--- src/rtl/uart_pkg.sv ---
// ----------------------------------------------------------------------------
// uart_pkg : widths and types shared by the UART datapath and its divider
// Revision : 1.0
// ----------------------------------------------------------------------------
`default_nettype none

package uart_pkg;

   localparam int UART_PRESC_W = 16;

   typedef logic [UART_PRESC_W-1:0] presc_t;

endpackage

`default_nettype wire

--- src/rtl/clock_divider.sv ---
// ----------------------------------------------------------------------------
// clock_divider : 50 % duty programmable divider with a rise-aligned tick
// Revision      : 1.0
// ----------------------------------------------------------------------------
`default_nettype none

module clock_divider
   import uart_pkg::*;
#(
   parameter int WIDTH = UART_PRESC_W
) (
   input  logic             clock_devided,
   input  logic [WIDTH-1:0] prescaler,
   output logic             clk_out,
   input  logic             reset,
   output logic             tick
);

   localparam logic [WIDTH-1:0] ONE = {{(WIDTH-1){1'b0}}, 1'b1};

   logic [WIDTH-1:0] cnt;
   logic [WIDTH-1:0] p_sh;
   logic             terminal;

   assign terminal = (cnt == p_sh);

   // The prescaler is latched only at terminal count, so a half-period in
   // progress is never shortened or stretched by a live update.
   always_ff @(posedge clock_devided) begin
      if (!reset) begin
         cnt     <= '0;
         clk_out <= 1'b0;
         tick    <= 1'b0;
         p_sh    <= prescaler;
      end else if (terminal) begin
         cnt     <= '0;
         clk_out <= ~clk_out;
         p_sh    <= prescaler;
         tick    <= ~clk_out;
      end else begin
         cnt     <= cnt + ONE;
         tick    <= 1'b0;
      end
   end

endmodule

`default_nettype wire

--- config.mk ---
export PLATFORM = sky130hd
export DESIGN_NAME = clock_divider
export DESIGN_NICKNAME = d
export VERILOG_FILES = /design/src/rtl/uart_pkg.sv /design/src/rtl/clock_divider.sv
export SDC_FILE = /design/constraint.sdc
export NUM_CORES = 1
export LEC_CHECK = 0
export CORE_MARGIN = 2
export CORE_UTILIZATION = 56
export CTS_BUF_LIST = sky130_fd_sc_hd__clkbuf_4
export CTS_CLUSTER_SIZE = 8
export DETAILED_ROUTE_END_ITERATION = 8
export GPL_ROUTABILITY_DRIVEN = 0
export PLACE_DENSITY = 0.8
export SETUP_SLACK_MARGIN = 0.05
export SLEW_MARGIN = 40
export SYNTH_ARGS = -nofsm -noshare
export SYNTH_HDL_FRONTEND = slang
export SYNTH_SLANG_ARGS = --single-unit
--- constraint.sdc ---
create_clock -name clock_devided -period 2 [get_ports clock_devided]
set_input_delay 0.3 -clock clock_devided [delete_from_list [all_inputs] [get_ports clock_devided]]
set_output_delay 0.3 -clock clock_devided [all_outputs]
set_load 0.02 [all_outputs]
==> results.json <==
{
  "min_path_cells": 2,
  "rows": 18,
  "synthDominantCellAreaShare": 0.325,
  "cts_post_setup_buffers_inserted": 0,
  "synth_cell_types": 23,
  "critical_path.max_fanout": 13,
  "postSynthRegisterBits": 34,
  "vias_in_the_first_global_route": 954,
  "sequential_cell_fraction_of_total_power": 0.631,
  "final_min_period_ps": 1800,
  "htree_num_levels": 2,
  "wl_per_cell_um": 14.0,
  "io-pin-count": 20,
  "netlist_instances": 121,
  "die_width_um": 55.4,
  "synth.yosys.seq_area_share": 0.569,
  "clock-skew-final_ps": 9.81,
  "starting_density_of_the_core": 0.591,
  "clkSinkCount": 34,
  "crit_type": "reg2reg",
  "totalWireLength_um": 2480,
  "globalRouteTotalUtil": 0.191,
  "final_antenna_diode_count": 0,
  "floorplan_die_height_um": 55.4,
  "vdd_ir_drop_max_v": 0.000512,
  "run_status": "finished clean",
  "rsz0062_at_grt": "false",
  "cts-resized-gates": 0,
  "final_net_count": 165,
  "maxClockFrequency_mhz": 556,
  "fin_tns_setup_ps": 0,
  "placement.io_buffers": 19,
  "netSwitchingPower_w": 0.000263,
  "cellPowerDensity_nw_per_um2": 698,
  "crit_path_max_incr_delay_ps": 520,
  "cts_inserted_buffers": 5,
  "yosys_warnings": 0,
  "grt_max_degree": 14,
  "pwr-share-clk": 0.296,
  "worst-slew-pin-transition_ps": 439,
  "worstPathCellList": "xnor2_2, nand4_2, o41ai_4, buf_4",
  "report.final.hold_viol_count": 0,
  "postLayoutCellArea_sq_um": 1750,
  "tritoncts": "built",
  "worst_path_max_delay_cell": "sky130_fd_sc_hd__dfxtp_1",
  "drcViolationCount": 0,
  "combPwrFrac": 0.073,
  "drt_pre_antenna_iters": 4,
  "synth.top_cells.by_area": "sky130_fd_sc_hd__edfxtp_1 33%, sky130_fd_sc_hd__dfxtp_1 24%, sky130_fd_sc_hd__xnor2_1 15%, sky130_fd_sc_hd__nor2_1 4.8%, sky130_fd_sc_hd__nand4_2 2.5%",
  "commonest_cells_after_routing_fill_and_taps_aside": "26 x sky130_fd_sc_hd__xnor2_1, 19 x sky130_fd_sc_hd__nor2_1, 19 x sky130_fd_sc_hd__clkdlybuf4s50_1",
  "cts_hold_buffers": 0,
  "critical_path_arrival_ps": 1840,
  "setup-violations-final": 0,
  "syn2layout_area_growth_pct": 18.1,
  "setup.worst_path.end_class": "register",
  "numPlacedInstances": 169,
  "cap_violations": 0,
  "synth.largest_area_cell": "sky130_fd_sc_hd__edfxtp_1",
  "syn-cell-area_sq_um": 1480,
  "detailed_place.area_sq_um": 1690,
  "worst_skew_pair.late_latency_ps": 330,
  "final_min_period_over_clock_period": 0.900,
  "worst_hold_path_type": "reg2reg",
  "drt-initial-drc-count": 19,
  "finish.cell_count_without_fillers": 177,
  "detailroute.via_count": 941,
  "r2r.worst_path.cells": 4,
  "clock_tree.root_cell": "sky130_fd_sc_hd__clkbuf_4",
  "place_hpwl_um": 1830,
  "design.core.area_sq_um": 2500,
  "grt_first_pass_wirelength_um": 4370,
  "power_leakage_nw": 0.586,
  "area_enclosed_by_the_die_boundary_sq_um": 3070,
  "power.switching_fraction": 0.216,
  "internal_power_w": 0.000955,
  "finalMaxSlewViolations": 0,
  "clockBufferDepth": 2,
  "detail-route-antenna-nets": 0,
  "crit_path_start_kind": "register",
  "via_per_inst": 5.32,
  "most_frequent_standard_cell_in_the_layout_excluding_fill_and_tap_cells": "sky130_fd_sc_hd__xnor2_1",
  "syn-num-nets": 140,
  "antenna_found_initial": 0,
  "clkSlewWorstSetupHoldPaths_ps": 100,
  "post_route_cells_drive_above_1_share": 0.122,
  "grt_overflow_total": 0,
  "maxSlewHeadroom": 0.704,
  "synthesis.area_per_instance_sq_um": 12.2,
  "critical_path_required_ps": 2040
}
## logic make-up after synthesis
group | synth area share
xor gates and xnor gates | 0.196
adders and majority gates | 0.00847
muxes | 0.00677
DFF | 0.569
and+or+nand+nor | 0.169
AOI/OAI and AO/OA | 0.0186
buffers and inverters | 0.0322
## layout make-up
class	count	area [sq um]
flip-flops and latches	34	841
fillers	199	754
multi-input cells	81	589
repair buffers	23	220
clock buffers	6	45.0
well taps	30	37.5
clock inverters	2	8.76
inverters	1	3.75
## final timing paths
check	startpoint	end	slack, ps
hold / removal	clk_out	clk_out	490
setup / recovery	cnt[7]	p_sh[15]	200
setup reg to reg	cnt[7]	p_sh[15]	200
hold reg to reg	clk_out	clk_out	490
## sequential cells by signal, indices dropped and copies added (netlist names)
name / cells
tick: 1
clk_out: 1
p_sh: 16
cnt: 16
## Yosys cell counts (all sizes together)
library cell / number
nand3: 5
nand2b: 1
nor4: 4
or4: 1
xor2: 2
clkbuf: 1
nand2: 6
inv: 1
dfxtp: 18
edfxtp: 16
o41ai: 1
xnor2: 28
nor2: 19
nand4: 7
nor3: 4
ha: 1
and3: 1
mux2i: 1
buf: 4
## power groups by stage
stage          combinational (W)  sequential, W  clock (W)
2_1_floorplan          0.0000455       0.000781          0
5_1_grt                0.0000974       0.000772   0.000404
3_5_place_dp           0.0000887       0.000785          0
6_report               0.0000886       0.000769   0.000360
3_3_place_gp           0.0000866       0.000784          0
4_1_cts                0.0000902       0.000769   0.000369
## metrics by stage
step           setup WS [ps]  hold slack (ps)  total power (W)  utilization
6_report                 200              489          0.00122        0.698
5_1_grt                  105              504          0.00127        0.698
4_1_cts                  195              493          0.00123        0.698
3_5_place_dp             215              473         0.000874        0.677
3_3_place_gp             300              456         0.000870        0.677
2_1_floorplan            229              399         0.000827            -
## routing by layer
| layer | track usage | routed length, um | vias up | share of wire |
|---|---|---|---|---|
| met5 | 0 | 0 | - | 0 |
| met4 | 0.105 | 59 | 0 | 0.024 |
| met3 | 0.0539 | 127 | 8 | 0.051 |
| met2 | 0.293 | 1230 | 24 | 0.50 |
| met1 | 0.243 | 1060 | 442 | 0.43 |
| li1 | - | - | 467 | - |
## worst max-delay path, delay by kind of cell, from the launching register on
kind,cells,cell delay (ps)
flops,1,520
compound gates,1,410
buf+inv,1,260
simple gates,1,170
xor+xnor,1,160
Power figures use the tool's default switching activity.
